`src/rtl/hazard_scoreboard_if.sv`:
```
// Decode/writeback bundle of the hazard scoreboard.
//   master : decode and writeback stages. They drive the instruction and
//            writeback fields and receive stall/issue and the status.
//   slave  : the scoreboard itself.
// Signals:
//   idValid, idReg1Address, idReg2Address, idDestAddress,
//   idUsesR1, idUsesR2, idWritesDest    decode-stage instruction
//   exFlush                             taken branch squashes decode
//   wbValid, wbAddress                  writeback commit
//   stall, issue                        combinational decode control
//   busyMask, inFlight, underflowError  registered scoreboard status
interface hazard_scoreboard_if #(
   parameter int REGNUM       = 16,
   parameter int ADDRESSWIDTH = 4,
   parameter int COUNTWIDTH   = 2
);
   logic                               idValid;
   logic [ADDRESSWIDTH-1:0]            idReg1Address;
   logic [ADDRESSWIDTH-1:0]            idReg2Address;
   logic [ADDRESSWIDTH-1:0]            idDestAddress;
   logic                               idUsesR1;
   logic                               idUsesR2;
   logic                               idWritesDest;
   logic                               exFlush;
   logic                               wbValid;
   logic [ADDRESSWIDTH-1:0]            wbAddress;
   logic                               stall;
   logic                               issue;
   logic [REGNUM-1:0]                  busyMask;
   logic [ADDRESSWIDTH+COUNTWIDTH-1:0] inFlight;
   logic                               underflowError;

   modport master (
      output idValid, idReg1Address, idReg2Address, idDestAddress,
             idUsesR1, idUsesR2, idWritesDest, exFlush, wbValid, wbAddress,
      input  stall, issue, busyMask, inFlight, underflowError
   );

   modport slave (
      input  idValid, idReg1Address, idReg2Address, idDestAddress,
             idUsesR1, idUsesR2, idWritesDest, exFlush, wbValid, wbAddress,
      output stall, issue, busyMask, inFlight, underflowError
   );
endinterface

```
`src/rtl/hazard_scoreboard.sv`:
```
// Issue controller for the decode stage.
// Each architectural register has a saturating pending-write counter.
// Decode stalls while a source is still pending or while the destination
// counter is full. A taken-branch flush squashes the decode instruction,
// and writebacks release their counts.
// Ports:
//   clock : system clock
//   reset : synchronous, active-high; it wins over every update
//   sb    : hazard_scoreboard_if.slave (decode, writeback, status)
module hazard_scoreboard #(
   parameter int REGNUM       = 16,
   parameter int ADDRESSWIDTH = 4,
   parameter int COUNTWIDTH   = 2,
   parameter int PCREG        = 15
) (
   input  logic                 clock,
   input  logic                 reset,
   hazard_scoreboard_if.slave   sb
);
   localparam int IFW = ADDRESSWIDTH + COUNTWIDTH;
   localparam logic [ADDRESSWIDTH-1:0] PC_ADDR = ADDRESSWIDTH'(PCREG);
   localparam logic [COUNTWIDTH-1:0]   CNT_MAX = '1;
   localparam logic [COUNTWIDTH-1:0]   CNT_ONE = COUNTWIDTH'(1);

   logic [COUNTWIDTH-1:0] pending_count [REGNUM];
   logic [IFW-1:0]        in_flight;
   logic                  underflow_error;

   logic [COUNTWIDTH-1:0] cnt_src1, cnt_src2, cnt_dest, cnt_wb;
   logic                  src1_hazard, src2_hazard, struct_hazard;
   logic                  stall_int, issue_int;
   logic                  inc_req, dec_req, same_reg, wb_underflow;
   logic                  inc_apply, dec_apply;

   assign cnt_src1 = pending_count[sb.idReg1Address];
   assign cnt_src2 = pending_count[sb.idReg2Address];
   assign cnt_dest = pending_count[sb.idDestAddress];
   assign cnt_wb   = pending_count[sb.wbAddress];

   // The register file writes on the falling edge. A writeback that
   // retires the last pending write of a source therefore satisfies the
   // read in the same cycle.
   assign src1_hazard = sb.idUsesR1 && (sb.idReg1Address != PC_ADDR) &&
                        (cnt_src1 != '0) &&
                        !(sb.wbValid && (sb.wbAddress == sb.idReg1Address) &&
                          (cnt_src1 == CNT_ONE));
   assign src2_hazard = sb.idUsesR2 && (sb.idReg2Address != PC_ADDR) &&
                        (cnt_src2 != '0) &&
                        !(sb.wbValid && (sb.wbAddress == sb.idReg2Address) &&
                          (cnt_src2 == CNT_ONE));

   // A full destination counter blocks issue. A writeback in the same
   // cycle earns no credit: the rule is deliberately conservative.
   assign struct_hazard = sb.idWritesDest && (sb.idDestAddress != PC_ADDR) &&
                          (cnt_dest == CNT_MAX);

   assign stall_int = sb.idValid && !sb.exFlush &&
                      (src1_hazard || src2_hazard || struct_hazard);
   assign issue_int = sb.idValid && !sb.exFlush && !stall_int;

   assign sb.stall          = stall_int;
   assign sb.issue          = issue_int;
   assign sb.inFlight       = in_flight;
   assign sb.underflowError = underflow_error;

   always_comb begin
      sb.busyMask = '0;
      for (int i = 0; i < REGNUM; i++) begin
         sb.busyMask[i] = (pending_count[i] != '0);
      end
   end

   assign inc_req      = issue_int && sb.idWritesDest && (sb.idDestAddress != PC_ADDR);
   assign dec_req      = sb.wbValid && (sb.wbAddress != PC_ADDR);
   assign same_reg     = (sb.idDestAddress == sb.wbAddress);
   assign wb_underflow = dec_req && (cnt_wb == '0);

   // An increment and a decrement on the same register cancel. If that
   // writeback is also an underflow, the count stays at zero.
   assign inc_apply = inc_req && !(dec_req && same_reg);
   assign dec_apply = dec_req && !wb_underflow && !(inc_req && same_reg);

   always_ff @(posedge clock) begin
      if (reset) begin
         for (int i = 0; i < REGNUM; i++) begin
            pending_count[i] <= '0;
         end
         in_flight       <= '0;
         underflow_error <= 1'b0;
      end else begin
         if (inc_apply) begin
            pending_count[sb.idDestAddress] <= cnt_dest + CNT_ONE;
         end
         if (dec_apply) begin
            pending_count[sb.wbAddress] <= cnt_wb - CNT_ONE;
         end
         in_flight <= in_flight + IFW'(inc_apply) - IFW'(dec_apply);
         if (wb_underflow) begin
            underflow_error <= 1'b1;
         end
      end
   end
endmodule

```
`src/flat_wrapper.sv`:
```
// flat-port wrapper written by rule: the top's interface ports become plain ports
module hazard_scoreboard_flat 
#(
   parameter int REGNUM       = 16,
   parameter int ADDRESSWIDTH = 4,
   parameter int COUNTWIDTH   = 2,
   parameter int PCREG        = 15
)
  (clock, reset, sb_idValid, sb_idReg1Address, sb_idReg2Address, sb_idDestAddress, sb_idUsesR1, sb_idUsesR2, sb_idWritesDest, sb_exFlush, sb_wbValid, sb_wbAddress, sb_stall, sb_issue, sb_busyMask, sb_inFlight, sb_underflowError);
  hazard_scoreboard_if #(.REGNUM(REGNUM), .ADDRESSWIDTH(ADDRESSWIDTH), .COUNTWIDTH(COUNTWIDTH)) sb_i ();
  input  logic clock;
  input  logic reset;
  input wire logic [$bits(sb_i.idValid)-1:0] sb_idValid;
  input wire logic [$bits(sb_i.idReg1Address)-1:0] sb_idReg1Address;
  input wire logic [$bits(sb_i.idReg2Address)-1:0] sb_idReg2Address;
  input wire logic [$bits(sb_i.idDestAddress)-1:0] sb_idDestAddress;
  input wire logic [$bits(sb_i.idUsesR1)-1:0] sb_idUsesR1;
  input wire logic [$bits(sb_i.idUsesR2)-1:0] sb_idUsesR2;
  input wire logic [$bits(sb_i.idWritesDest)-1:0] sb_idWritesDest;
  input wire logic [$bits(sb_i.exFlush)-1:0] sb_exFlush;
  input wire logic [$bits(sb_i.wbValid)-1:0] sb_wbValid;
  input wire logic [$bits(sb_i.wbAddress)-1:0] sb_wbAddress;
  output wire logic [$bits(sb_i.stall)-1:0] sb_stall;
  output wire logic [$bits(sb_i.issue)-1:0] sb_issue;
  output wire logic [$bits(sb_i.busyMask)-1:0] sb_busyMask;
  output wire logic [$bits(sb_i.inFlight)-1:0] sb_inFlight;
  output wire logic [$bits(sb_i.underflowError)-1:0] sb_underflowError;
  assign sb_i.idValid = sb_idValid;
  assign sb_i.idReg1Address = sb_idReg1Address;
  assign sb_i.idReg2Address = sb_idReg2Address;
  assign sb_i.idDestAddress = sb_idDestAddress;
  assign sb_i.idUsesR1 = sb_idUsesR1;
  assign sb_i.idUsesR2 = sb_idUsesR2;
  assign sb_i.idWritesDest = sb_idWritesDest;
  assign sb_i.exFlush = sb_exFlush;
  assign sb_i.wbValid = sb_wbValid;
  assign sb_i.wbAddress = sb_wbAddress;
  assign sb_stall = sb_i.stall;
  assign sb_issue = sb_i.issue;
  assign sb_busyMask = sb_i.busyMask;
  assign sb_inFlight = sb_i.inFlight;
  assign sb_underflowError = sb_i.underflowError;
  hazard_scoreboard #(.REGNUM(REGNUM), .ADDRESSWIDTH(ADDRESSWIDTH), .COUNTWIDTH(COUNTWIDTH), .PCREG(PCREG)) u_core (.clock(clock), .reset(reset), .sb(sb_i));
endmodule
```
`config.mk`:
```
export PLATFORM = sky130hd
export DESIGN_NAME = hazard_scoreboard_flat
export DESIGN_NICKNAME = d
export VERILOG_FILES = /design/src/rtl/hazard_scoreboard_if.sv /design/src/rtl/hazard_scoreboard.sv /design/src/flat_wrapper.sv
export SDC_FILE = /design/constraint.sdc
export NUM_CORES = 1
export LEC_CHECK = 0
export ABC_AREA = 1
export ABC_CLOCK_PERIOD_IN_PS = 11150
export CORE_MARGIN = 2
export CORE_UTILIZATION = 40
export CTS_CLUSTER_DIAMETER = 60
export DETAILED_ROUTE_END_ITERATION = 16
export PLACE_DENSITY = 0.63
export REMOVE_ABC_BUFFERS = 1
export SYNTH_ARGS = -nofsm -noshare
export SYNTH_HDL_FRONTEND = slang
export SYNTH_SLANG_ARGS = --single-unit
export TNS_END_PERCENT = 20
```
`constraint.sdc`:
```
create_clock -name clock -period 11.15 [get_ports clock]
set_clock_uncertainty 0.2 [all_clocks]
set_input_delay 2.23 -clock clock [delete_from_list [all_inputs] [get_ports clock]]
set_output_delay 2.23 -clock clock [all_outputs]
set_load 0.005 [all_outputs]
```
==> results.cfg <==
[clock_tree]
post_cts_resized = 0
cts_setup_buffers = 0
cts-root-buf = clkbuf_8
clkLatencyLatePin_ps = 310
cts_buffers = 5
cts_buffer_depth = 2
tritoncts = done
cts_sinks = 39
cts.clk_slew.worst_paths_ps = 90
hold_buffers = 0
htreeDepth = 2

[die]
core_region_area_um2 = 9280
die_x_um = 102
fp.dieH_um = 102
ios = 49
floorplan.initialDensity_pct = 41.5
fp.dieArea_um2 = 10400
rows = 35

[setup_path]
slowest_stage = clkdlybuf4s50_1
crit_path_frequent_cell = nand2_1
worstReg2RegStart = u_core.pending_count[3][0]$_DFFE_PP_
cp_cell_sequence = clkdlybuf4s50_1 > inv_1 > nand2_1 > o22ai_1 > o21ai_0 > nand4_1 > ha_1 > nand2_1 > nand2_1 > nor2_2 > nor3_1 > clkdlybuf4s50_1
crit_path_end_kind = output port
critPathMaxFanout = 11
crit_buf_inv = 3
cpPeakStageDelay_ps = 550
reg2reg_depth = 20
reg2reg_setup_slack_ps = 6910
worstPathArrival_ps = 5110
crit_family = simple AND/OR/NAND/NOR gates
worstSetupStartpointType = primary input
crit_type = in -> out
r2r-end = u_core.sb.inFlight[4]$_SDFF_PP0_
required_ps = 8720

[grt]
grt_pass1_wl_mm = 23.3
grt_max_degree = 29
overflow = 0
grt_usage_pct = 30.4
grt_pass1_vias = 4133
antenna_found_initial = 0

[sta]
rsz0062_at_grt = no
setup_ws_ps = 3610
hold_violations = 0
setup_violations = 0
fin_hold_ws_ps = 266
drv_slew = 0
tightest_slew_ps = 808
period_minus_slack_ps = 7540
tns_ps = 0
period_share_pct = 67.6
timing.fmax_mhz = 133
slew_headroom_pct = 45.9

[placement]
hpwlAfterDp_mm = 11.7
place.gp.congestion = 0.977
place_ws_ps = 3670
portBuffers = 48

[finish]
final_layout_size_suffix_gt1_share_pct = 5.93
final_common_cell = nand2_1
multi_input_area_um2 = 2250
syn_to_final_growth_pct = 16.4
nFillCells = 989
seqCellArea_um2 = 1100
nNetsFinal = 673
final_cell_mix = nand2_1 (167), inv_1 (90), nor2_1 (66)
diodes = 0

[synthesis]
yosysSeqAreaShare_pct = 28.6
ys.flop_type = edfxtp_1
netlist_area_um2 = 3850
synth_top_family_by_area = simple AND/OR/NAND/NOR gates
yosys.area_share.adder_pct = 3.12
synth.distinct_cells = 43
syn_area_per_cell_um2 = 6.35
syn-instance-count = 607
synthXorXnorAreaFrac_pct = 1.59
synth_seq_cells = 39
synth_simple_gate_area_share_pct = 37.9
yosysWarnings = 0
synth-compound-area-share_pct = 15.6
synthMuxAreaShare_pct = 0
synth-edff-count = 32
async_reset_ff_share_pct = 0

[routing]
dr_wl_met2_mm = 6.99
drt_wl_total_mm = 15.3
vias = 4443
wl_met3_mm = 1.52
first_pass_iters = 7
via_per_inst = 5.77
drt_iter0_drc = 379
routedLengthMet1_mm = 6.33
top_layer = met4
wire_per_inst_um = 19.8
drc_errors = 0
ant_nets = 0

[hold_path]
hold_end = u_core.sb.underflowError$_SDFFE_PP0P_
holdCritStartpoint = u_core.sb.underflowError$_SDFFE_PP0P_
hold_depth = 2
hp-class = reg -> reg

[flow_run]
cap_violations = 0

[power_and_ir_drop]
p_per_area_nw_per_um2 = 109
irDropWorstVdd_v = 0.0000798
p_leak_nw = 2.03

[run_status]
status = finished clean
routing by layer:
layer / global-route usage [%] / up-vias
li1: - / 2069
met1: 41.0 / 2077
met2: 48.9 / 262
met3: 5.27 / 35
met4: 11.2 / 0
met5: 0 / -
how the worst max path moves through the flow:
| stage | from | cells past startpoint | slack [ps] | end |
|---|---|---|---|---|
| finish | sb_idDestAddress[0] | 12 | 3610 | sb_stall |
| CTS | sb_idDestAddress[0] | 12 | 3670 | sb_stall |
| global placement | sb_idDestAddress[0] | 12 | 3750 | sb_stall |
| floorplan | sb_idDestAddress[0] | 10 | 5120 | sb_stall |
| detailed placement | sb_idDestAddress[0] | 12 | 3670 | sb_stall |
| global route | sb_idDestAddress[0] | 12 | 3380 | sb_stall |
sequential cells by signal (all words and copies together) (netlist names):
name / count
u_core.pending_count: 32
u_core.sb.inFlight: 6
u_core.sb.underflowError: 1
synthesized netlist by cell type, types with 2 or more instances:
cell type  count  area share, %
nand2_1      167             16
inv_1         90            8.8
nor2_1        66            6.4
nand3_1       53            6.9
edfxtp_1      32             25
o22ai_1       29            4.7
o21ai_0       25            3.2
a21oi_1       15            1.9
o21ai_1       15            1.9
nand4_1       14            2.3
buf_2         11            1.4
clkbuf_1       8           0.78
ha_1           8            2.6
dfxtp_1        7            3.6
inv_2          7           0.68
o211ai_1       7            1.4
nand3_2        5            1.3
nor3_2         5            1.3
or2_1          5           0.81
xor2_1         5            1.1
buf_6          3           0.88
a22oi_1        2           0.39
buf_4          2           0.39
nand2_2        2           0.32
nor2_2         2           0.32
nor2_4         2           0.58
nor3_1         2           0.26
o221ai_1       2           0.45
xnor2_1        2           0.45
cell type report:
| class | count | area share [%] |
|---|---|---|
| sequential | 39 | 24.5 |
| inverter | 98 | 8.20 |
| clock buffer | 6 | 2.09 |
| tap | 129 | 3.60 |
| timing repair buffer | 50 | 11.0 |
| clock inverter | 2 | 0.307 |
| multi-input combinational | 446 | 50.2 |
cell families after synthesis:
| kind of cell | after synthesis |
|---|---|
| flip-flops | 39 |
| AND/OR/NAND/NOR | 326 |
| adder cells (fa/ha/maj) | 9 |
| AO/OA/AOI/OAI | 102 |
| other | 1 |
| buffers and inverters | 123 |
| XOR/XNOR | 7 |
per-stage QoR:
step | total power, mW | utilization (%) | std cells | cell area, um2
2_1_floorplan | 0.289 | - | 583 | 3720
3_3_place_gp | 0.368 | 47.2 | 762 | 4380
3_5_place_dp | 0.370 | 47.2 | 762 | 4380
4_1_cts | 0.489 | 48.3 | 770 | 4490
5_1_grt | 0.523 | 48.3 | 770 | 4490
6_report | 0.488 | 48.3 | 770 | 4490
worst register-to-register path, cell delays in order (launching register included):
cell and delay (ps):
edfxtp_1 450, inv_1 260, o22ai_1 130, o21ai_0 190, nand4_1 300, ha_1 350
nand2_1 120, nand2_1 70, nor2_2 180, nand4_4 200, nand2_2 220, inv_1 130
ha_1 280, inv_1 60, ha_1 150, inv_1 50, fa_1 400, nor2_1 130
a211oi_1 60, o21ai_0 150, a21oi_1 50
report_power, final:
part	switching (mW)	internal [mW]	total (mW)
Combinational	0.115	0.0699	0.185
Sequential	0.0129	0.171	0.184
Clock	0.0610	0.0578	0.119
Total	0.189	0.299	0.488
Note: power is estimated with default switching activity, not from simulation.
